===== config.mk =====
export PLATFORM = sky130hd
export DESIGN_NAME = rgb_sequence_monitor_flat
export DESIGN_NICKNAME = d
export VERILOG_FILES = /design/src/rtl/rgb_sequence_monitor_if.sv /design/src/rtl/rgb_sequence_monitor.sv /design/src/flat_wrapper.sv
export SDC_FILE = /design/constraint.sdc
export NUM_CORES = 1
export LEC_CHECK = 0
export CORE_UTILIZATION = 35
export CTS_CLUSTER_DIAMETER = 60
export CTS_CLUSTER_SIZE = 20
export DETAILED_ROUTE_END_ITERATION = 8
export SLEW_MARGIN = 20
export SYNTH_ARGS = -nofsm -noshare
export SYNTH_HDL_FRONTEND = slang
export SYNTH_SLANG_ARGS = --single-unit

===== constraint.sdc =====
create_clock -name clk -period 2.85 [get_ports clk]
set_input_delay 0.7125 -clock clk [delete_from_list [all_inputs] [get_ports clk]]
set_output_delay 0.7125 -clock clk [all_outputs]
set_load 0.05 [all_outputs]

===== src/rtl/rgb_sequence_monitor_if.sv =====
// Colour-bus interface for rgb_sequence_monitor: BGR input from the cycler side,
// decoded index / lock / error status back from the monitor.
interface rgb_sequence_monitor_if;
  logic [2:0] BGR_in;
  logic [2:0] color_idx;
  logic       idx_valid;
  logic       locked;
  logic       seq_error;
  logic [7:0] err_count;
  logic       stall;

  modport master (
    output BGR_in,
    input  color_idx, idx_valid, locked, seq_error, err_count, stall
  );

  modport slave (
    input  BGR_in,
    output color_idx, idx_valid, locked, seq_error, err_count, stall
  );
endinterface


===== src/rtl/rgb_sequence_monitor.sv =====
// Receive-side checker for the cycler's BGR bus: sync, stability filter, decode, order tracking.
// Optional idle timeout / stall pulse enabled by defining RGB_MON_TIMEOUT_EN.
module rgb_sequence_monitor #(
  parameter int STABLE_CYCLES  = 16,
  parameter int LOCK_COUNT     = 4,
  parameter int TIMEOUT_CYCLES = 1024
) (
  input  logic                   clk,
  input  logic                   rst,
  rgb_sequence_monitor_if.slave  bus
);

  localparam int FW = $clog2(STABLE_CYCLES + 1);
  localparam int MW = $clog2(LOCK_COUNT + 1);

  typedef enum logic [1:0] {S_HUNT, S_CHECK, S_LOCKED} state_t;

  // ---------------- input path ----------------
  logic [2:0]    r_sync1, r_sync2, r_prev;
  logic [FW-1:0] r_filt_cnt;
  logic          r_acc_stb;
  logic [2:0]    r_acc_val;

  always_ff @(posedge clk or posedge rst) begin
    if (rst) begin
      r_sync1    <= '0;
      r_sync2    <= '0;
      r_prev     <= '0;
      r_filt_cnt <= '0;
      r_acc_stb  <= 1'b0;
      r_acc_val  <= '0;
    end else begin
      r_sync1 <= bus.BGR_in;
      r_sync2 <= r_sync1;
      r_prev  <= r_sync2;
      if (r_sync2 != r_prev)
        r_filt_cnt <= FW'(1);
      else if (r_filt_cnt != FW'(STABLE_CYCLES))
        r_filt_cnt <= r_filt_cnt + FW'(1);
      // acceptance is registered so the decoder sees a clean strobe/value pair
      r_acc_stb <= (r_filt_cnt == FW'(STABLE_CYCLES));
      r_acc_val <= r_prev;
    end
  end

  // ---------------- change detect / decode ----------------
  logic [2:0] r_last;
  logic       r_have;
  logic [2:0] r_color_idx;
  logic       w_event;
  logic [2:0] w_idx;
  logic [2:0] r_ref_idx;
  logic       w_inorder;

  assign w_event   = r_acc_stb && (!r_have || (r_acc_val != r_last));
  assign w_idx     = r_acc_val - 3'd1;
  assign w_inorder = (w_idx == (r_ref_idx + 3'd1));

  always_ff @(posedge clk or posedge rst) begin
    if (rst) begin
      r_last      <= '0;
      r_have      <= 1'b0;
      r_color_idx <= '0;
    end else if (w_event) begin
      r_last      <= r_acc_val;
      r_have      <= 1'b1;
      r_color_idx <= w_idx;
    end
  end

  // ---------------- sequence FSM ----------------
  state_t        r_state, w_state_nxt;
  logic [MW-1:0] r_match, w_match_nxt;
  logic [2:0]    w_ref_nxt;
  logic          r_locked, w_locked_nxt;
  logic          r_seq_err, w_seq_err_nxt;
  logic [7:0]    r_err_cnt, w_err_cnt_nxt;
  logic          w_stall_nxt;
  logic [7:0]    w_err_inc;

  assign w_err_inc = (r_err_cnt == 8'hFF) ? r_err_cnt : r_err_cnt + 8'd1;

`ifdef RGB_MON_TIMEOUT_EN
  localparam int IW = $clog2(TIMEOUT_CYCLES + 1);
  logic [IW-1:0] r_idle;
  logic          r_stall;
  logic          w_tmo;

  // fires once on the cycle the idle count would reach the limit; the count then parks there
  assign w_tmo = !w_event && (r_state != S_HUNT) && (r_idle == IW'(TIMEOUT_CYCLES - 1));

  always_ff @(posedge clk or posedge rst) begin
    if (rst)
      r_idle <= '0;
    else if (w_event)
      r_idle <= '0;
    else if (r_idle != IW'(TIMEOUT_CYCLES))
      r_idle <= r_idle + IW'(1);
  end
`endif

  always_comb begin
    w_state_nxt   = r_state;
    w_match_nxt   = r_match;
    w_ref_nxt     = r_ref_idx;
    w_locked_nxt  = r_locked;
    w_seq_err_nxt = 1'b0;
    w_err_cnt_nxt = r_err_cnt;
    w_stall_nxt   = 1'b0;
    if (w_event) begin
      w_ref_nxt = w_idx;
      case (r_state)
        S_HUNT: begin
          w_match_nxt = '0;
          w_state_nxt = S_CHECK;
        end
        S_CHECK: begin
          if (w_inorder) begin
            w_match_nxt = r_match + MW'(1);
            if (r_match == MW'(LOCK_COUNT - 1)) begin
              w_state_nxt  = S_LOCKED;
              w_locked_nxt = 1'b1;
            end
          end else begin
            w_seq_err_nxt = 1'b1;
            w_err_cnt_nxt = w_err_inc;
            w_match_nxt   = '0;
          end
        end
        S_LOCKED: begin
          if (!w_inorder) begin
            w_seq_err_nxt = 1'b1;
            w_err_cnt_nxt = w_err_inc;
            w_locked_nxt  = 1'b0;
            w_match_nxt   = '0;
            w_state_nxt   = S_CHECK;
          end
        end
        default: w_state_nxt = S_HUNT;
      endcase
    end
`ifdef RGB_MON_TIMEOUT_EN
    else if (w_tmo) begin
      w_stall_nxt  = 1'b1;
      w_locked_nxt = 1'b0;
      w_state_nxt  = S_HUNT;
    end
`endif
  end

  always_ff @(posedge clk or posedge rst) begin
    if (rst) begin
      r_state   <= S_HUNT;
      r_match   <= '0;
      r_ref_idx <= '0;
      r_locked  <= 1'b0;
      r_seq_err <= 1'b0;
      r_err_cnt <= '0;
    end else begin
      r_state   <= w_state_nxt;
      r_match   <= w_match_nxt;
      r_ref_idx <= w_ref_nxt;
      r_locked  <= w_locked_nxt;
      r_seq_err <= w_seq_err_nxt;
      r_err_cnt <= w_err_cnt_nxt;
    end
  end

`ifdef RGB_MON_TIMEOUT_EN
  always_ff @(posedge clk or posedge rst) begin
    if (rst) r_stall <= 1'b0;
    else     r_stall <= w_stall_nxt;
  end
  assign bus.stall = r_stall;
`else
  // no idle counter in this build; the expression keeps the timeout parameter referenced
  localparam logic STALL_TIE = (TIMEOUT_CYCLES < 0);
  logic w_stall_unused;
  assign w_stall_unused = w_stall_nxt;
  assign bus.stall = STALL_TIE & w_stall_unused;
`endif

  assign bus.color_idx = r_color_idx;
  assign bus.idx_valid = r_have;
  assign bus.locked    = r_locked;
  assign bus.seq_error = r_seq_err;
  assign bus.err_count = r_err_cnt;

endmodule


===== src/flat_wrapper.sv =====
// flat-port wrapper written by rule: the top's interface ports become plain ports
module rgb_sequence_monitor_flat 
#(
  parameter int STABLE_CYCLES  = 16,
  parameter int LOCK_COUNT     = 4,
  parameter int TIMEOUT_CYCLES = 1024
)
  (clk, rst, bus_BGR_in, bus_color_idx, bus_idx_valid, bus_locked, bus_seq_error, bus_err_count, bus_stall);
  rgb_sequence_monitor_if bus_i ();
  input  logic clk;
  input  logic rst;
  input wire logic [$bits(bus_i.BGR_in)-1:0] bus_BGR_in;
  output wire logic [$bits(bus_i.color_idx)-1:0] bus_color_idx;
  output wire logic [$bits(bus_i.idx_valid)-1:0] bus_idx_valid;
  output wire logic [$bits(bus_i.locked)-1:0] bus_locked;
  output wire logic [$bits(bus_i.seq_error)-1:0] bus_seq_error;
  output wire logic [$bits(bus_i.err_count)-1:0] bus_err_count;
  output wire logic [$bits(bus_i.stall)-1:0] bus_stall;
  assign bus_i.BGR_in = bus_BGR_in;
  assign bus_color_idx = bus_i.color_idx;
  assign bus_idx_valid = bus_i.idx_valid;
  assign bus_locked = bus_i.locked;
  assign bus_seq_error = bus_i.seq_error;
  assign bus_err_count = bus_i.err_count;
  assign bus_stall = bus_i.stall;
  rgb_sequence_monitor #(.STABLE_CYCLES(STABLE_CYCLES), .LOCK_COUNT(LOCK_COUNT), .TIMEOUT_CYCLES(TIMEOUT_CYCLES)) u_core (.clk(clk), .rst(rst), .bus(bus_i));
endmodule

### After elaboration in Yosys (flattened, before gate mapping)

Index checks and enable logic that the tools add are counted.

| cells by class | value |
|---|---|
| $add $sub $neg | 5 |
| equal/unequal tests | 12 |
| muxes and demuxes | 16 |
| bitwise logic cells | 2 |
| reduce and logical (&&, ||, !) cells | 12 |

Operator list:

| operator | number |
|---|---|
| $mux W5 | 2 |
| $pmux W3 S3 | 1 |
| $add A8 B1 Y8 const B | 1 |
| $eq A8 B8 Y1 const B | 1 |
| $reduce_and A4 Y1 | 2 |
| $add A3 B1 Y3 const B | 2 |
| $mux W1 | 6 |
| $mux W2 | 3 |
| $mux W3 | 2 |
| $ne A3 B3 Y1 | 2 |
| $pmux W2 S3 | 1 |
| $add A5 B1 Y5 const B | 1 |
| $eq A5 B5 Y1 const B | 1 |
| $ne A5 B5 Y1 const B | 1 |
| $reduce_and A5 Y1 | 1 |
| $ne A2 B1 Y1 const B | 2 |
| $reduce_bool A2 Y1 | 2 |
| $eq A3 B2 Y1 const B | 1 |
| $eq A3 B3 Y1 | 1 |
| $reduce_and A3 Y1 | 1 |
| $reduce_bool A3 Y1 | 1 |
| $sub A3 B1 Y3 const B | 1 |
| $eq A2 B1 Y1 const B | 1 |
| $eq A2 B2 Y1 const B | 1 |
| 8 further kinds | 9 |

| storage, ports and cells | value |
|---|---|
| flip-flop bits (word level) | 40 |
| input bits | 5 |
| logic and storage cells | 61 |

### Longest topological paths before layout

| depth | value |
|---|---|
| depth after elaboration | 5 |
| mapped depth | 8 |

### Worst setup path after synthesis

No wires, ideal clock.

| timing path | value |
|---|---|
| path type | reg2reg |
| start | register, netlist name u_core.bus.color_idx[0] |
| end | register u_core.r_err_cnt[6] (netlist: u_core.bus.err_count[6]) |
| setup time | 0.125 ns |
| arrival | 2.140 ns |
| data required time | 2.725 ns |
| slack | 0.585 ns |
| cell stages (with the launch flop) | 8 |
| cell sequence | dfrtp_1 ha_1 xnor2_1 or2_2 o211ai_4 inv_1 nand4_1 mux2_2 |

RTL lines:

| element | line | source |
|---|---|---|
| to (signal assigned) | rgb_sequence_monitor.sv:165 | `r_err_cnt <= w_err_cnt_nxt;` |
| to (decl) | rgb_sequence_monitor.sv:77 | `logic [7:0] r_err_cnt, w_err_cnt_nxt;` |

### Worst setup path in the final report

| timing path | value |
|---|---|
| start | register u_core.r_err_cnt[0] (netlist: u_core.bus.err_count[0]) |
| end | output port bus_err_count[0] |

RTL lines:

| element | line | source |
|---|---|---|
| to (decl) | flat_wrapper.sv:17 | `output wire logic [$bits(bus_i.err_count)-1:0] bus_err_count;` |

No word-level cell between the ends.

==> results.md <==
* Worst setup SP type: flop
* GPL Wtd Cong at 0.795
* Placed inst area at 2080 µm²
* Syn_nets at 165
* Initial antenna violation count at 0
* Setup tns final at 0 ns
* Synthesized area at 1810 µm²
* Die W at 73.9 µm
* Antenna diodes at 0
* Via count at 1141
* Synth top area share at 0.552
* Layout area overhead at 19.1%
* Reg-to-reg critical path endpoint: u_core.bus.err_count[6]
* Nets at 190
* CP cell instances: clkdlybuf4s50_1
* DR DRC count at 0
* DP HPWL at 2310 µm
* Worst-path clk slew at 0.07 ns
* Design area at 2160 µm²
* First-pass GRT wire length at 5540 µm
* Hold path start: u_core.r_sync1[1]
* #FFs+latches synth at 40
* Post-cts sizing count at 0
* Final min period at 2.25 ns
* Setup bufs post-CTS at 0
* Total Routing Usage GR at 0.137
* Die H at 73.9 µm
* WS Path Type: flop to output port
* Static Leak at 1.00 nW
* DRT Pass-1 Iters at 4
* Critical path startpoint: u_core.bus.err_count[0]
* Worst r2r src: u_core.r_acc_val[0]
* Layout cells sized above 1 at 0.126
* Max-slew violations at 0
* R2r worst-path depth at 8
* Post-CTS Hold Buffers at 0
* Clock latency on the worst-skew pair at 0.29 ns
* Clock buffer count from CTS at 5
* Fin util at 0.445
* Slew at the pin closest to its max-slew limit at 0.576 ns
* Top cells by area, synth: dfrtp_1, ha_1, xor2_1
* # placed instances at 234
* Top_reg_cell synth: dfrtp_1
* Peak VDD IR at 0.388 mV
* CP top delay family: buffers and inverters
* Worst reg-to-reg setup slack at 0.66 ns
* IO buf count at 18
* Initial DRC count at 46
* Clk buf depth at 2
* Largest net degree at the start of global routing at 41
* Critical Path End Type: output port
* Starting density of the core at 0.374
* Post-route ant nets at 0
* Clock sink total at 40
* Vias per Instance at 4.73
* DIE AREA at 5470 µm²
* H-Tree Level Count at 2
* Ys Warns at 0
* Placeable Area at 4850 µm²
* Final WL at 3030 µm
* # Max-Cap Violations at 0
* Synthesized area per cell at 12.2 µm²
* Vias in the first global route at 1206
* Final period utilization at 0.789
* I/O pin cnt at 20
* Crit path largest cell delay at 0.84 ns
* End point of the worst hold path: u_core.r_sync2[1]
* Post-Layout Cell Count at 241
* FMAX at 445 MHz
* Sequential area share after synthesis at 0.552
* WP depth at 1
* Post-synthesis cell type count at 32
* Slowest cell on the critical path: clkdlybuf4s50_1
* Setup Skew at 0.00472 ns
* # setup viols final at 0
* Share of flip-flops with an asynchronous set or reset at 1.00
* Fin. Hold Viols at 0
* CTS Root Cell: clkbuf_8
* Largest area contributor in the netlist: dfrtp_1
* Buf/Inv on CP at 1
* CP required at 2.14 ns
* Pwr per Cell Area at 462 nW/µm²
* Synthesized instance count at 149
* Std-Cell Rows at 25
* Top-count cell post-synth: dfrtp_1
* Outcome: finished clean
* GRT Residual Overflow at 0
* Worst Path Max Fanout at 4
* Worst slew margin at 0.612
* RSZ-0062 raised after global routing: no
* CTS tree: built
* CP Data Arrival Time at 1.54 ns
* Post-synth EDFFs at 0
* Worst hold slack at 0.350 ns
* Min-Delay Path Depth at 0
* HP Class: flop to flop
* WL/cell at 12.6 µm
* Commonest cells post-synth: dfrtp_1, xor2_1, ha_1, inv_1
## cell usage in the layout (no fill, tap or decap), types with 2 or more instances in the layout
cell,n
mux2_2,6
inv_1,10
nand3_1,7
or2_2,2
clkdlybuf4s50_1,18
nor2_1,8
xor2_1,13
ha_1,11
mux2i_1,2
nand2b_1,3
xnor2_1,8
clkbuf_8,5
nand2_1,8
o21ai_0,8
nor3_1,3
and3_1,2
dfrtp_1,40
nor4b_1,2
## power by group
group | leakage (nW) | internal (mW) | switching (mW) | total [mW]
registers | 0.526 | 0.578 | 0.00874 | 0.587
clock network | 0.0400 | 0.166 | 0.190 | 0.356
logic | 0.435 | 0.0204 | 0.0323 | 0.0527
## through the flow
| step | power [mW] | setup WS [ns] |
|---|---|---|
| 2_1_floorplan | 0.636 | 0.585 |
| 3_3_place_gp | 0.648 | 0.747 |
| 3_5_place_dp | 0.653 | 0.642 |
| 4_1_cts | 1.01 | 0.586 |
| 5_1_grt | 1.04 | 0.518 |
| 6_report | 0.996 | 0.601 |
## how the worst max path moves through the flow
stage,end,slack (ns)
finish,bus_err_count[0],0.60
floorplan,u_core.bus.err_count[6],0.58
global placement,u_core.bus.err_count[6],0.75
global route,u_core.bus.err_count[6],0.52
detailed placement,u_core.bus.err_count[6],0.64
CTS,bus_color_idx[0],0.59
## final cells by class
class	count	area (µm²)
clock buffers	5	68.8
clock inverters	2	12.5
fillers	453	2690
inverters	10	37.5
multi-input cells	98	766
flip-flops and latches	40	1000
well taps	67	83.8
repair buffers	19	188
## kinds of logic after synthesis
family / share of synthesized area
flip-flops: 0.552
AND/OR/NAND/NOR: 0.113
XOR/XNOR: 0.102
AO/OA/AOI/OAI: 0.0732
adder cells (fa/ha/maj): 0.0760
buffers and inverters: 0.0249
multiplexers: 0.0566
other: 0.00207
## flip-flops by register name, indices dropped and copies added (netlist names)
| signal | count |
|---|---|
| u_core.bus.err_count | 8 |
| u_core.r_filt_cnt | 5 |
| u_core.bus.color_idx | 3 |
| u_core.r_acc_val | 3 |
| u_core.r_last | 3 |
| u_core.r_match | 3 |
| u_core.r_prev | 3 |
| u_core.r_sync1 | 3 |
| u_core.r_sync2 | 3 |
| u_core.r_state | 2 |
| u_core.bus.idx_valid | 1 |
| u_core.bus.locked | 1 |
| u_core.bus.seq_error | 1 |
| u_core.r_acc_stb | 1 |
## routing by layer
layer,GRT usage,vias to the layer above,share of wire,routed length [µm]
met5,0,-,0,0
met4,0.0641,0,0.019,58
met3,0.0420,5,0.043,131
met2,0.224,23,0.50,1520
met1,0.165,564,0.44,1320
li1,-,549,-,-
(Power assumes the default switching activity.)
==> edit 1 (same flow settings) <==
The option `RGB_MON_TIMEOUT_EN` is turned on by a define.
--- a/src/rtl/rgb_sequence_monitor.sv
+++ b/src/rtl/rgb_sequence_monitor.sv
@@ -1,5 +1,7 @@
 // Receive-side checker for the cycler's BGR bus: sync, stability filter, decode, order tracking.
 // Optional idle timeout / stall pulse enabled by defining RGB_MON_TIMEOUT_EN.
+`define RGB_MON_TIMEOUT_EN
+
 module rgb_sequence_monitor #(
   parameter int STABLE_CYCLES  = 16,
   parameter int LOCK_COUNT     = 4,
Behaviour: same outputs for any inputs over 10 cycles, from zero or initial values and one cycle with rst high; that may be too few to reach the edited logic, so the function may still have changed.
==> edit 1 against the original RTL <==
  * Sequential cell count is 12 higher
  * Sequential share of layout area is 0.53 points higher
  * Design area is 29% higher
  * Sequential power is 29% higher
  * Setup slack worse by 0.048 ns
  * Wire length is 31% higher
  * First-iteration DRC count is 110% higher
  * Power is 24% higher
  * Maximum frequency is 2.1% lower
  * Area after synthesis is 32% higher
  * Largest cell class unchanged
  * Largest power group unchanged
==> edit 1: results (changes against the original RTL) <==
Run status
  • Outcome: finished, final reports clean

Pwr
  • Peak supply drop: 0.305 mV (-21%)
  • Leakage: 1.23 nW (+23%)
  • Psw: 0.287 mW (+24%)

Critical path
  • R2R Path End: u_core.bus.err_count[1]
  • Critical path arrival: 1.59 ns (+0.05 ns)
  • Flop2flop setup slack: 0.71 ns (+0.05 ns)
  • Crit path max fanout: 6 (+2)
  • Worst-case reg-to-reg path depth: 6 (-2)

Place
  • GP Congestion: 0.740 (-7.0%)
  • DP Cell Count: 307 (+31%)
  • HPWL after detailed placement: 2950 µm (+28%)
  • Post-placement cell area: 0.00268 mm² (+29%)
  • Post-place setup slack: 0.693 ns (+0.0506 ns)
  • Port bufs: 19 (+1)

Drt
  • Via count: 1517 (+33%)
  • Avg WL per Cell: 12.6 µm (about the same)
  • Routed WL: 3960 µm (+31%)
  • Iter 0 DRT Violations: 95 (+110%)
  • Drt pass-1 iters: 6 (+2)

Synthesis
  • Most common library cells after synthesis: 52 x dfrtp_1, 25 x nor2_1, 16 x inv_1, 16 x xnor2_1
  • Sequential-to-total area share from yosys stat: 54.5% (-0.74 points)
  • Average cell area after synthesis: 11.3 µm² (-7.0%)
  • Synth top area cells: dfrtp_1 55%, ha_1 6.8%, xnor2_1 5.9%

Clock network
  • Clock transition at the registers of the reported paths: 0.10 ns (+0.03 ns)
  • Worst-Skew Late Latency: 0.30 ns

STA
  • Fin worst setup slack: 0.552 ns (-0.0482 ns)
  • Setup Skew: 0.00651 ns (+0.00178 ns)

Global routing
  • Total global-route track usage: 12.2% (-1.4 points)
  • Largest net degree at the start of global routing: 21 (-49%)
  • First-pass GRT wire length: 6990 µm (+26%)
  • Vias in the first global route: 1558 (+29%)

Finish
  • Max reg flops: 11 (+3)
  • Share of cells above drive strength 1: 9.24% (-3.4 points)
  • Nets: 255 (+34%)
[edit 1: changes by cell type in the layout (fill, tap and decap cells not counted), sizes merged, moves of 4 or more]
cell / change
dfrtp: +12
nand2: +5
nand3: +4
nand4: +6
xnor2: +8
nor2: +17
inv: +7
[edit 1: per-stage QoR]
stage	total power [mW]	hold slack, ns
3_5_place_dp	0.827	0.337
3_3_place_gp	0.825	0.334
6_report	1.23	0.357
4_1_cts	1.25	0.361
2_1_floorplan	0.808	0.331
5_1_grt	1.29	0.366
[edit 1: worst max-delay path by stage]
stage,cells past startpoint,to,from
2_1_floorplan,5,u_core.bus.err_count[1],u_core.r_ref_idx[0]
3_3_place_gp,6,u_core.bus.err_count[1],u_core.r_acc_val[0]
3_5_place_dp,6,u_core.bus.err_count[1],u_core.r_acc_val[0]
4_1_cts,1,bus_err_count[2],u_core.bus.err_count[2]
5_1_grt,1,bus_err_count[2],u_core.bus.err_count[2]
6_report,1,bus_err_count[2],u_core.bus.err_count[2]
[edit 1: layout make-up]
class                   count  area, µm²
multi-input cells         141       1020
clock buffers               5       68.8
flip-flops and latches     52       1300
fillers                   635       3690
clock inverters             3       22.5
well taps                  77       96.3
repair buffers             21        205
inverters                  16       60.1
[edit 1: kinds of logic (layout without fill, tap and decap cells)]
kind of cell	count (synthesis)	count (layout)	synth area share [%]
muxes	9	9	4.14
AOI/OAI and AO/OA	19	19	6.39
buffers and inverters	18	45	2.83
and+or+nand+nor	71	71	14.4
xor gates and xnor gates	29	29	11.0
adders and majority gates	13	13	6.81
DFF	52	52	54.5
[edit 1: power groups by stage]
| stage | sequential (mW) | combinational, mW | clock, mW |
|---|---|---|---|
| floorplan | 0.770 | 0.0377 | 0 |
| global placement | 0.771 | 0.0537 | 0 |
| detailed placement | 0.772 | 0.0555 | 0 |
| CTS | 0.757 | 0.0554 | 0.440 |
| global route | 0.759 | 0.0617 | 0.471 |
| finish | 0.757 | 0.0532 | 0.422 |
[edit 1: layer usage]
metal	wire, µm	GRT usage [%]	share of wire (%)
met5	0	0	0
met4	33	3.24	0.83
met1	2040	16.5	52
met2	1810	19.8	46
met3	79	2.95	2.0
==> edit 2 (same flow settings) <==
Without the edit above. The 3 states of `state_t` get a one-hot encoding in 3 bits.
--- a/src/rtl/rgb_sequence_monitor.sv
+++ b/src/rtl/rgb_sequence_monitor.sv
@@ -13,7 +13,7 @@
   localparam int FW = $clog2(STABLE_CYCLES + 1);
   localparam int MW = $clog2(LOCK_COUNT + 1);
 
-  typedef enum logic [1:0] {S_HUNT, S_CHECK, S_LOCKED} state_t;
+  typedef enum logic [2:0] {S_HUNT = 3'b001, S_CHECK = 3'b010, S_LOCKED = 3'b100} state_t;
 
   // ---------------- input path ----------------
   logic [2:0]    r_sync1, r_sync2, r_prev;
Behaviour: no difference found for any inputs over 10 cycles, from zero or initial values and one cycle with rst high; not proved beyond that.
==> edit 2 against the original RTL <==
  * Area after synthesis is 5.0% higher
  * Via count grew 3.0%
  * Wire length is 1.2% higher
  * Sequential cell count rose by 1
  * Design area is 3.6% higher
  * Count of clock-buffer cells in the layout up 1
  * Power up 1.4%
  * Critical path type unchanged
  * Sequential power rose by 2%
  * Setup slack got worse by 0.037 ns
==> edit 2: results (changes against the original RTL) <==
Run status
  • Outcome: finished, final reports clean

Pwr
  • Leakage: 1.00 nW (about the same)
  • Peak supply drop: 0.258 mV (-33%)

Critical path
  • CP top delay family: buffers and inverters
  • CP max-delay cell: clkdlybuf4s50_1
  • Crit path launch: u_core.bus.err_count[0]
  • Critical path arrival: 1.57 ns (+0.03 ns)
  • Worst-case reg-to-reg path depth: 7 (-1)
  • Worst Setup EP: bus_err_count[0]
  • Setup crit start kind: register
  • Flop2flop setup slack: 0.59 ns (-0.07 ns)
  • Critical path's largest stage delay: 0.84 ns (about the same)
  • Worst R2R Start: u_core.r_acc_val[0]
  • Crit path max fanout: 5 (+1)
  • R2R Path End: u_core.bus.err_count[7]

Synthesis
  • Most common library cells after synthesis: 40 x dfrtp_1, 12 x inv_1, 10 x xnor2_1, 10 x xor2_1
  • Sequential-to-total area share from yosys stat: 54.0% (-1.3 points)
  • Synth top area cells: dfrtp_1 53%, ha_1 4.6%, xnor2_1 4.6%
  • Asr flop ratio synth: 100% (unchanged)
  • Cell count after synthesis: 162 (+8.7%)
  • Synth Flop Type: dfrtp_1
  • Mapped Nets: 174 (+5.5%)
  • Netlist cell types: 40 (+25%)
  • Yosys warns: 0 (unchanged)

Place
  • Post-placement cell area: 0.00215 mm² (+3.7%)
  • Post-place setup slack: 0.578 ns (-0.0644 ns)
  • HPWL after detailed placement: 2220 µm (-3.8%)
  • GP Congestion: 0.822 (+3.4%)
  • Port bufs: 18 (unchanged)
  • DP Cell Count: 247 (+5.6%)

Finish
  • Nets: 196 (+3.2%)
  • Max reg flops: 8 (unchanged)
  • ANT cells: 0 (unchanged)
  • Fillers: 479 (+5.7%)
  • Share of cells above drive strength 1: 13.5% (+0.87 points)

Clock network
  • Post-CTS setup buffer count: 0 (unchanged)
  • Clock Tree Root: clkbuf_8
  • Worst-Skew Late Latency: 0.29 ns (about the same)
  • Cts repair resizes: 0 (unchanged)
  • Clock transition at the registers of the reported paths: 0.08 ns
  • CTS buffer count: 5 (unchanged)
  • Clock Path Buffers: 2 (unchanged)
  • H-Tree Depth: 2 (unchanged)

Drt
  • Iter 0 DRT Violations: 113 (+150%)
  • Via count: 1175 (+3.0%)
  • Drt pass-1 iters: 4 (unchanged)
  • Routed WL: 3070 µm (+1.2%)
  • Avg WL per Cell: 12.0 µm (-4.4%)

Global routing
  • Total global-route track usage: 12.7% (-1.0 points)
  • Initial antenna violation count: 0 (unchanged)
  • Largest net degree at the start of global routing: 42 (+2.4%)
  • First-pass GRT wire length: 5320 µm (-4.0%)

STA
  • Period utilization: 80.2% (+1.3 points)
  • Hold WS: 0.349 ns (-0.00188 ns)
  • Rel. slew slack: 60.3% (-0.88 points)
  • Setup Skew: 0.00880 ns (+0.00407 ns)

Hold path
  • Hold WC Path Type: reg -> reg
==> edit 2: cell type report <==
class | instances | area, µm² | area share (%)
clock inverter | 2 | 10.0 | 0.448
sequential | 41 | 1030 | 46.0
multi-input combinational | 104 | 797 | 35.7
tap | 70 | 87.6 | 3.92
inverter | 12 | 45.0 | 2.02
clock buffer | 6 | 72.6 | 3.25
timing repair buffer | 20 | 195 | 8.73
==> edit 2: cells by family (layout without fill, tap and decap cells) <==
logic type	after synthesis	after routing	synth area share, %
and+or+nand+nor	46	46	14.3
DFF	41	41	54.0
AOI/OAI and AO/OA	23	23	9.07
xor gates and xnor gates	20	20	9.20
buffers and inverters	17	40	4.14
adders and majority gates	7	7	4.60
muxes	7	7	4.47
other	1	1	0.197
==> edit 2: how the worst min path moves through the flow <==
stage / startpoint / endpoint / depth (start not counted)
floorplan: u_core.r_sync1[0] / u_core.r_sync2[0] / 0
global placement: u_core.r_sync1[1] / u_core.r_sync2[1] / 0
detailed placement: u_core.r_sync1[0] / u_core.r_sync2[0] / 0
CTS: u_core.r_sync1[0] / u_core.r_sync2[0] / 0
global route: u_core.r_sync1[2] / u_core.r_sync2[2] / 0
finish: u_core.r_sync1[0] / u_core.r_sync2[0] / 0
==> edit 2: report_power, final <==
group	internal (mW)	total [mW]	switching, mW
combinational	0.0200	0.0502	0.0302
sequential	0.593	0.601	0.00832
clock	0.170	0.359	0.189
==> edit 2: metal layers <==
layer	global-route usage [%]	wire length [µm]
met5	0	0
met3	4.37	139
met2	22.1	1530
met1	14.1	1360
met4	4.94	40
